**config.mk**
```make
export PLATFORM = sky130hd
export DESIGN_NAME = piece_queue_flat
export DESIGN_NICKNAME = d
export VERILOG_FILES = /design/src/rtl/piece_queue_if.sv /design/src/rtl/piece_queue.sv /design/src/flat_wrapper.sv
export SDC_FILE = /design/constraint.sdc
export NUM_CORES = 1
export LEC_CHECK = 0
export CAP_MARGIN = 20
export CORE_MARGIN = 2
export CORE_UTILIZATION = 57
export DETAILED_ROUTE_END_ITERATION = 10
export PLACE_DENSITY = 0.83
export RECOVER_POWER = 100
export SKIP_LAST_GASP = 1
export SYNTH_ARGS = -nofsm -noshare
export SYNTH_HDL_FRONTEND = slang
export SYNTH_SLANG_ARGS = --single-unit
```
**constraint.sdc**
```tcl
create_clock -name clk -period 6.1 [get_ports clk]
set_clock_uncertainty 0.2 [all_clocks]
set_input_delay 1.22 -clock clk [delete_from_list [all_inputs] [get_ports clk]]
set_output_delay 1.22 -clock clk [all_outputs]
set_load 0.1 [all_outputs]
```
**src/rtl/piece_queue_if.sv**
```systemverilog
// Handshake bundle between the piece generator, the game controller
// and the piece queue.
interface piece_queue_if;
   logic       gen_ready;
   logic [2:0] gen_piece;
   logic       req;
   logic       piece_valid;
   logic [2:0] piece_out;
   logic [2:0] preview;
   logic       preview_valid;
   logic [3:0] count;
   logic       full;

   modport master (
      output gen_ready, gen_piece, req,
      input  piece_valid, piece_out, preview,
      input  preview_valid, count, full
   );

   modport slave (
      input  gen_ready, gen_piece, req,
      output piece_valid, piece_out, preview,
      output preview_valid, count, full
   );
endinterface

```
**src/rtl/piece_queue.sv**
```systemverilog
// Circular queue of upcoming pieces with a repeat filter and a
// two-state grant controller that can wait for an empty queue to fill.
module piece_queue #(
   parameter int DEPTH     = 4,
   parameter int NO_REPEAT = 1
) (
   input  logic          clk,
   input  logic          nreset,
   piece_queue_if.slave  pq
);

   localparam int AW = (DEPTH > 1) ? $clog2(DEPTH) : 1;

   typedef enum logic {IDLE, WAIT} state_e;

   state_e          state_q, state_d;
   logic [AW-1:0]   wr_q, wr_d;
   logic [AW-1:0]   rd_q, rd_d;
   logic [3:0]      count_q, count_d;
   logic [2:0]      last_q, last_d;
   logic            pv_q, pv_d;
   logic [2:0]      out_q, out_d;
   logic [2:0]      mem_q [DEPTH];
   logic            push, pop;

   // Pop only from registered occupancy, so an empty-queue push is
   // never forwarded to the consumer in the same cycle.
   always_comb begin
      pop  = (count_q != 4'd0) &&
             ((state_q == IDLE && pq.req) || state_q == WAIT);
      push = pq.gen_ready && (pq.gen_piece != 3'd7) &&
             ((count_q < 4'(DEPTH)) || pop) &&
             !((NO_REPEAT != 0) && (pq.gen_piece == last_q));
   end

   always_comb begin
      state_d = state_q;
      wr_d    = wr_q;
      rd_d    = rd_q;
      count_d = count_q;
      last_d  = last_q;
      pv_d    = pop;
      out_d   = out_q;
      unique case (state_q)
         IDLE: if (pq.req && count_q == 4'd0) state_d = WAIT;
         WAIT: if (count_q != 4'd0) state_d = IDLE;
         default: state_d = IDLE;
      endcase
      if (push) begin
         wr_d   = wr_q + 1'b1;
         last_d = pq.gen_piece;
      end
      if (pop) begin
         rd_d  = rd_q + 1'b1;
         out_d = mem_q[rd_q];
      end
      if (push && !pop)      count_d = count_q + 4'd1;
      else if (pop && !push) count_d = count_q - 4'd1;
   end

   always_ff @(posedge clk or negedge nreset) begin
      if (!nreset) begin
         state_q <= IDLE;
         wr_q    <= '0;
         rd_q    <= '0;
         count_q <= '0;
         last_q  <= 3'd7;
         pv_q    <= 1'b0;
         out_q   <= '0;
      end else begin
         state_q <= state_d;
         wr_q    <= wr_d;
         rd_q    <= rd_d;
         count_q <= count_d;
         last_q  <= last_d;
         pv_q    <= pv_d;
         out_q   <= out_d;
      end
   end

   always_ff @(posedge clk or negedge nreset) begin
      if (!nreset) begin
         for (int i = 0; i < DEPTH; i++) mem_q[i] <= '0;
      end else if (push) begin
         mem_q[wr_q] <= pq.gen_piece;
      end
   end

   assign pq.piece_valid   = pv_q;
   assign pq.piece_out     = out_q;
   assign pq.preview       = mem_q[rd_q];
   assign pq.preview_valid = (count_q != 4'd0);
   assign pq.count         = count_q;
   assign pq.full          = (count_q == 4'(DEPTH));

endmodule

```
**src/flat_wrapper.sv**
```systemverilog
// flat-port wrapper written by rule: the top's interface ports become plain ports
module piece_queue_flat 
#(
   parameter int DEPTH     = 4,
   parameter int NO_REPEAT = 1
)
  (clk, nreset, pq_gen_ready, pq_gen_piece, pq_req, pq_piece_valid, pq_piece_out, pq_preview, pq_preview_valid, pq_count, pq_full);
  piece_queue_if pq_i ();
  input  logic clk;
  input  logic nreset;
  input wire logic [$bits(pq_i.gen_ready)-1:0] pq_gen_ready;
  input wire logic [$bits(pq_i.gen_piece)-1:0] pq_gen_piece;
  input wire logic [$bits(pq_i.req)-1:0] pq_req;
  output wire logic [$bits(pq_i.piece_valid)-1:0] pq_piece_valid;
  output wire logic [$bits(pq_i.piece_out)-1:0] pq_piece_out;
  output wire logic [$bits(pq_i.preview)-1:0] pq_preview;
  output wire logic [$bits(pq_i.preview_valid)-1:0] pq_preview_valid;
  output wire logic [$bits(pq_i.count)-1:0] pq_count;
  output wire logic [$bits(pq_i.full)-1:0] pq_full;
  assign pq_i.gen_ready = pq_gen_ready;
  assign pq_i.gen_piece = pq_gen_piece;
  assign pq_i.req = pq_req;
  assign pq_piece_valid = pq_i.piece_valid;
  assign pq_piece_out = pq_i.piece_out;
  assign pq_preview = pq_i.preview;
  assign pq_preview_valid = pq_i.preview_valid;
  assign pq_count = pq_i.count;
  assign pq_full = pq_i.full;
  piece_queue #(.DEPTH(DEPTH), .NO_REPEAT(NO_REPEAT)) u_core (.clk(clk), .nreset(nreset), .pq(pq_i));
endmodule
```
==> After elaboration in Yosys (flattened, before gate mapping) <==
Cells that the tools add are included.
{ "op_classes": {"n_reduce_logical": 17, "order_cmp": 4, "n_addsub": 4, "mux": 11, "n_eq_ne": 3, "bitwise": 3} }
{ "ops": {"columns": ["cell", "count"], "rows": [
  ["bitwise mux 12 bit", 1],
  ["logical AND 1 bit", 9],
  ["two-way mux 3 bit", 3],
  ["two-way mux 4 bit", 2],
  ["binary-select mux 3 bit (select 2 bit)", 1],
  ["demux 3 bit (select 2 bit)", 1],
  ["greater-or-equal comparator 3 bit (second input constant)", 2],
  ["NOT 2 -> 3 bit", 2],
  ["adder 2 x 1 -> 2 bit (second input constant)", 2],
  ["adder 4 x 1 -> 4 bit (second input constant)", 1],
  ["== test 4 x 3 -> 1 bit (second input constant)", 1],
  ["zero test 4 bit", 1],
  ["less-than comparator 4 x 3 -> 1 bit (second input constant)", 1],
  ["nonzero test 4 bit", 1],
  ["subtractor 4 x 1 -> 4 bit (second input constant)", 1],
  ["== test 3 bit", 1],
  ["zero test 1 bit", 3],
  ["less-than comparator 3 x 1 -> 1 bit (second input constant)", 1],
  ["!= test 3 bit (second input constant)", 1],
  ["logical OR 1 bit", 2],
  ["two-way mux 1 bit", 2],
  ["case mux 1 bit (2 select lines)", 1],
  ["nonzero test 2 bit", 1],
  ["NOT 1 bit", 1]
]} }
{ "totals": {"reg_bits": 28, "word_cells": 53, "inputBits": 7, "output_inout_bits": 13} }

==> Depth between registers and ports, before layout <==
Gate-level depths: netlist of run 1.
{ "depth": {"ltp_word": 11, "mapped_depth": 11, "ltp_nobuf": 10} }

==> Worst setup path after synthesis of run 1 <==
No wires, ideal clock.
{ "synth_path": {"path_kind": "reg2out", "startpoint": "reg u_core.count_q[2] (netlist: u_core.pq.count[2])", "endpoint": "out pq_full", "t_arrival_ns": 4.130, "path_stages_with_launch": 2, "n_path_buf": 0, "required_ns": 4.680, "slack_ns": 0.550, "path_cell_list": "dfrtp_1 -> nor4b_1"} }
{ "synth_between": {"elab_chain_cells": 1} }
{ "synth_rtl": {"columns": ["item", "line", "source"], "rows": [
  ["start: declaration", "piece_queue.sv:19", "logic [3:0] count_q, count_d;"],
  ["start signal: assignment", "piece_queue.sv:74", "count_q <= count_d;"],
  ["== test 4 x 3 -> 1 bit", "piece_queue.sv:94", "assign pq.full = (count_q == 4'(DEPTH));"],
  ["end: declaration", "flat_wrapper.sv:19", "output wire logic [$bits(pq_i.full)-1:0] pq_full;"]
]} }
No other way between the ends.

==> Worst setup path in the final report of run 1 <==
{ "layout_path": {"startpoint": "in pq_gen_piece[0]", "endpoint": "reg u_core.count_q[3] (netlist: u_core.pq.count[3])"} }
{ "layout_between": {"elab_chain_cells": 7, "word_cells_on_any_way": 11, "classes_between": "2 x eq/ne; 1 x mux; 8 x reduce/logical"} }
{ "layout_rtl": {"columns": ["item", "line", "source"], "rows": [
  ["start: declaration", "flat_wrapper.sv:12", "input wire logic [$bits(pq_i.gen_piece)-1:0] pq_gen_piece;"],
  ["!= test 3 bit", "piece_queue.sv:31", "push = pq.gen_ready && (pq.gen_piece != 3'd7) &&"],
  ["logical AND 1 bit (2 in a row)", "piece_queue.sv:31", null],
  ["logical AND 1 bit (*)", "piece_queue.sv:32", "((count_q < 4'(DEPTH)) || pop) &&"],
  ["via u_core.push", "piece_queue.sv:24", "logic push, pop;"],
  ["zero test 1 bit", "piece_queue.sv:58", "else if (pop && !push) count_d = count_q - 4'd1;"],
  ["logical AND 1 bit", "piece_queue.sv:58", null],
  ["nonzero test 2 bit (no line)", null, null]
]} }
The timed path passes the listed nets; every way through them passes the cells marked *.
A chain may end at the register's enable or synchronous reset.

==> results of run 1 <==
==> worst max-delay path, stage by stage <==
cell and delay [ns]:
dlygate4sd3_1 0.64, xor2_1 0.20, nor3_1 0.47, nor2_1 0.21
ha_1 0.27, inv_1 0.15, ha_1 0.25, a21o_2 0.23
a2111oi_0 0.48, o31ai_1 0.14
==> registers in the layout, summed over array words and instances, names as in the netlist <==
name / flops
u_core.state_q: 1
u_core.wr_q: 2
u_core.last_q: 3
u_core.pq.count: 4
u_core.mem_q: 12
u_core.rd_q: 2
u_core.pq.piece_out: 3
u_core.pq.piece_valid: 1
==> per-layer routing <==
layer,GRT usage (%),up-vias
li1,-,405
met1,24.2,409
met4,2.50,0
met5,0,-
met3,3.01,0
met2,35.7,16
==> kinds of logic (layout without fill, tap and decap cells) <==
family | Yosys count | in the layout
AO/OA/AOI/OAI | 8 | 8
XOR/XNOR | 8 | 8
adder cells (fa/ha/maj) | 8 | 8
buffers and inverters | 7 | 28
flip-flops | 28 | 28
multiplexers | 24 | 24
AND/OR/NAND/NOR | 19 | 19
==> path summary, 6_finish.rpt <==
check                                       start                endpoint  cells after the start
min reg2reg                u_core.pq.piece_out[1]  u_core.pq.piece_out[1]                      1
min in group asynchronous                  nreset        u_core.mem_q[11]                      2
max                               pq_gen_piece[0]      u_core.pq.count[3]                     10
max reg2reg                    u_core.pq.count[0]      u_core.pq.count[3]                      9
max in group asynchronous                  nreset         u_core.mem_q[5]                      2
min                        u_core.pq.piece_out[1]  u_core.pq.piece_out[1]                      1
==> stage by stage <==
step                      hold slack (ns)  std cells  setup WS (ns)  util (%)  cell area (µm²)
after global placement              0.285        149           2.01      68.2             1660
after detailed placement            0.292        149           1.80      68.2             1660
after CTS                           0.325        153           2.15      70.4             1710
after floorplan                     0.275        102          0.550         -             1440
final                               0.301        153           1.85      68.4             1660
after global routing                0.319        153           1.71      68.4             1660
==> layout make-up <==
| class | count | share of cell area (%) |
|---|---|---|
| clock buffer | 3 | 1.35 |
| clock inverter | 1 | 1.81 |
| inverter | 4 | 0.903 |
| multi-input combinational | 67 | 39.7 |
| sequential | 28 | 42.4 |
| tap | 30 | 2.26 |
| timing repair buffer | 20 | 11.7 |
==> Yosys cell counts (all sizes together) <==
master   count
fa           1
nor4b        1
nor2         4
o31ai        1
o21a         1
xor2         4
xnor2        4
buf          1
o21ai        2
nand3        1
mux4         3
mux2i        1
o311ai       1
or4          1
dfstp        3
nor3b        4
a21oi        1
clkbuf       2
a2111oi      1
nor3         4
ha           7
inv          4
a21o         1
dfrtp       25
nand2        4
mux2        20
==> key figures, run 1 <==
Job
  – Max-capacitance violation count: 0

Logic synthesis
  – Adder-Cell Fraction of Synth Area: 7.46%
  – Synth area leader: dfrtp_1
  – Total of warnings raised by yosys: 0
  – Parity-gate share of the synthesized area counting xor and xnor cells: 4.86%
  – Largest family of logic cells by synthesized area: multiplexers
  – Synth top area cells: dfrtp_1 (43%), mux2_2 (13%), ha_1 (6.1%)
  – Post-synthesis share of cell area spent on and, or, nand and nor gates: 9.63%
  – Portion of synthesized cell area occupied by the leading cell type: 43.4%
  – Net count after synthesis: 117
  – Post-synthesis cell count: 102
  – Cell area after synthesis: 1440 µm²
  – Synthesized-area fraction occupied by ao, oa, aoi and oai cells: 5.12%
  – Fraction of the yosys area taken by sequential cells: 48.8%
  – Number of register bits inferred by synthesis: 28
  – Number of unique standard cell types used by synthesis: 29
  – Mean area per synthesized cell: 14.1 µm²
  – Multiplexer share of the synthesized area: 21.8%

Timing
  – Final setup violation count: 0
  – Rel. slew slack: 0.868%
  – RSZ-0062 raised after global routing: no
  – Maximum clock frequency: 235 MHz
  – Final hold violation count: 0
  – Final cycle utilization of the critical path: 69.7%
  – Final-report max-slew violation count: 0
  – Worst slew pin tran: 1.49 ns
  – Final worst path period need: 4.25 ns
  – Total Neg Setup Slack: 0 ns

Setup path
  – Maximum fanout along the worst path: 7
  – Type of the setup path with the least slack: in -> reg
  – Type of element launching the critical path: primary input
  – Data arrival, critical path: 4.25 ns
  – Kind of end point of the critical path: flip-flop
  – Required time at the endpoint of the critical path: 6.10 ns
  – Setup slack of the worst register-to-register path: 2.92 ns

Clock network
  – Root Buffer Master: clkbuf_4
  – Cts-stage hold buffer count: 0
  – Maximum clock insertion buffer count: 2
  – Clock transition time at the flip-flop clock pins of the worst setup and hold paths: 0.15 ns
  – Clock insertion delay at the later pin of the skew report: 0.32 ns
  – Cts repair resizes: 0
  – Number of sinks handled by clock tree synthesis: 28
  – # Post-CTS Setup Buffers: 0
  – Clock tree from TritonCTS: yes
  – H-Tree Level Count: 1
  – Clock buffer count from CTS: 3

Route
  – Met2 routed wirelength: 1.26 mm
  – Highest metal layer used by the detailed router: met3
  – Number of optimization iterations in the first detailed-route pass: 1
  – Wl on met1: 1.06 mm
  – Residual antenna-violating net count after detailed routing: 0
  – Drt total wl: 2.41 mm
  – Number of vias after detailed routing: 830
  – DRC violations left: 0
  – DR vias/cell: 5.42
  – Wire per inst: 15.7 µm
  – Starting DRT DRC Count: 0
  – Total length of routed met3 wires: 92 µm

Finish
  – Area taken by multi-input logic gates: 659 µm²
  – Synth-to-Final Area Change: 15.3%
  – Most frequent cells in the layout: dfrtp_1 (25), mux2_2 (16), dlygate4sd3_1 (16)
  – Fraction of layout cells with a size suffix above 1: 23.6%
  – Number of fill cells in the layout: 185
  – Reg area: 704 µm²
  – Final-stage net count: 139
  – Most frequent standard cell in the layout excluding fill and tap cells: dfrtp_1
  – Final antenna diode count: 0

Floorplanning
  – Initial Utilization: 59.3%
  – Row count: 18
  – Die Width: 54.3 µm
  – Die area: 2950 µm²
  – Vertical die dimension: 54.3 µm
  – Placeable core region: 2430 µm²
  – Number of top-level design ports: 20

Placement
  – Half-perimeter wire length after placement: 1.88 mm
  – Final GP Congestion: 0.713
  – Count of buffers from port buffering: 19

GRT
  – Antenna violations before repair: 0
  – Global-route congestion overflow total: 0
  – Maximum number of pins on one net before global-route repair: 29
  – Vias in the first global route: 858
  – Overall routing resource usage: 19.3%
  – Global-route wire length before repair: 4.08 mm

Hold path
  – Class of the worst hold path: reg -> reg

Outcome
  – Run status: completed
Power of run 1 is not shown: default switching activity piles up to over one toggle a cycle in this logic, so the estimate is an artifact.
==> inputs of run 2 (changes only) <==
Settings changed: CORE_UTILIZATION 57 to 48, PLACE_DENSITY 0.83 to 0.74.
Clock period 6.1 ns to 3.4 ns, I/O delays scaled along.
==> run 2 against run 1 <==
The flow now finishes with violations (DRC). Design area down 0.90%. Flip-flop and latch count unchanged. Wire length up 2.9%. Register-to-register slack worse by 2.4 ns. Critical path depth unchanged. Via count up 7.8%. Core utilization down 9.6 points. Cell count up 4.6%. Setup slack worse by 1.5 ns. Die area up 17%. Non-clock buffer count up 6. First-iteration DRC count up 26. Highest routed layer is now met4.
==> key figures, run 2 (synthesis gave the netlist of run 1 again) <==
Clock network
  – Clock buffer count from CTS: 3
  – Clock transition time at the flip-flop clock pins of the worst setup and hold paths: 0.15 ns
  – Number of sinks handled by clock tree synthesis: 28
  – Maximum clock insertion buffer count: 2
  – Cts-stage hold buffer count: 0
  – Root Buffer Master: clkbuf_4
  – H-Tree Level Count: 1
  – Cts repair resizes: 0
  – # Post-CTS Setup Buffers: 0
  – Clock insertion delay at the later pin of the skew report: 0.33 ns
  – Clock tree from TritonCTS: yes

Route
  – DR vias/cell: 5.59
  – Drt total wl: 2.48 mm
  – Number of vias after detailed routing: 895
  – Residual antenna-violating net count after detailed routing: 0
  – Number of optimization iterations in the first detailed-route pass: 7
  – Starting DRT DRC Count: 26
  – DRC violations left: 2
  – Wire per inst: 15.5 µm

GRT
  – Antenna violations before repair: 0
  – Overall routing resource usage: 16.5%
  – Global-route congestion overflow total: 0
  – Global-route wire length before repair: 4.19 mm
  – Maximum number of pins on one net before global-route repair: 29
  – Vias in the first global route: 915

Timing
  – Final-report max-slew violation count: 0
  – Final setup violation count: 0
  – Final hold violation count: 0
  – Final cycle utilization of the critical path: 91.0%
  – RSZ-0062 raised after global routing: no
  – Final worst path period need: 3.10 ns
  – Worst slew pin tran: 1.49 ns
  – Rel. slew slack: 0.463%
  – Maximum clock frequency: 323 MHz
  – Minimum hold slack: 0.304 ns

Finish
  – Final antenna diode count: 0
  – Final-stage net count: 145
  – Number of flip-flops under the largest register name: 12
  – Register ranked first by flip-flop count: u_core.mem_q
  – Most frequent standard cell in the layout excluding fill and tap cells: dfrtp_1
  – Filler-free cell count of the finished design: 160
  – Synth-to-Final Area Change: 14.2%
  – Fraction of layout cells with a size suffix above 1: 31.8%
  – Number of fill cells in the layout: 257
  – Most frequent cells in the layout: dfrtp_1 (22), mux2_2 (17), clkbuf_1 (13)

Floorplanning
  – Die area: 3460 µm²
  – Placeable core region: 2810 µm²
  – Die Width: 58.8 µm
  – Row count: 19
  – Vertical die dimension: 58.8 µm
  – Number of top-level design ports: 20
  – Initial Utilization: 51.4%

Setup path
  – Kind of end point of the critical path: flip-flop
  – Type of element launching the critical path: primary input
  – Worst Reg-to-Reg Cells: 9
  – Timing startpoint of the critical path: pq_gen_piece[0]
  – Crit Reg-Reg Startpoint: u_core.pq.count[0]
  – Type of the setup path with the least slack: in -> reg
  – Data arrival, critical path: 3.11 ns
  – Maximum fanout along the worst path: 5
  – Critical path destination: u_core.pq.count[3]
  – Required time at the endpoint of the critical path: 3.42 ns
  – Endpoint of the lowest-slack register-to-register path: u_core.pq.count[3]
  – Setup slack of the worst register-to-register path: 0.49 ns

Hold path
  – Class of the worst hold path: reg -> reg

Job
  – Max-capacitance violation count: 0

Outcome
  – Failing checks: DRC
  – Run status: finished, violations left

Placement
  – Final GP Congestion: 0.732
  – Number of cells in the design after placement: 156
  – Count of buffers from port buffering: 19
  – Half-perimeter wire length after placement: 1.90 mm
run 2: routing by layer:
layer  routed length, µm  up-vias  part of all wire [%]  track usage (%)
li1                    -      420                     -                -
met1                1080      454                    44             20.2
met2                1280       19                    52             29.0
met3                  96        2                   3.9             2.86
met4                  17        0                  0.69             5.84
met5                   0        -                     0                0
run 2: layout make-up:
type | instances | area [µm²] | area share, %
clock inverters | 1 | 30.0 | 1.82
well taps | 31 | 38.8 | 2.35
inverters | 4 | 15.0 | 0.911
multi-input cells | 67 | 682 | 41.4
clock buffers | 3 | 22.5 | 1.37
flip-flops and latches | 28 | 708 | 43.0
repair buffers | 26 | 151 | 9.19
run 2: worst min-delay path by stage:
stage	cells past startpoint	slack, ns	from	to
after floorplan	0	0.18	nreset	u_core.mem_q[0]
after global placement	1	0.29	u_core.mem_q[8]	u_core.mem_q[8]
after detailed placement	1	0.29	u_core.mem_q[5]	u_core.mem_q[5]
after CTS	1	0.32	u_core.mem_q[5]	u_core.mem_q[5]
final	1	0.30	u_core.pq.piece_out[1]	u_core.pq.piece_out[1]
after global routing	1	0.33	u_core.pq.piece_out[0]	u_core.pq.piece_out[0]
run 2: worst max-delay path: stages:
cell and delay [ns]:
dlygate4sd3_1 0.58, xor2_1 0.21, nor3_4 0.27, nor2_1 0.10
ha_1 0.20, inv_1 0.08, ha_1 0.22, a21o_2 0.23
a2111oi_0 0.41, o31ai_1 0.13
run 2: per-stage QoR:
step / utilization [%] / worst slack [ns] / TNS, ns / instance area [µm²]
after floorplan: - / 0.0229 / 0 / 1460
after global placement: 60.3 / 0.0502 / 0 / 1690
after detailed placement: 60.3 / -0.0672 / -0.0672 / 1690
after CTS: 62.2 / 0.283 / 0 / 1750
after global routing: 58.7 / 0.0932 / 0 / 1650
final: 58.7 / 0.304 / 0 / 1650
Power of run 2 is left out for the same reason.
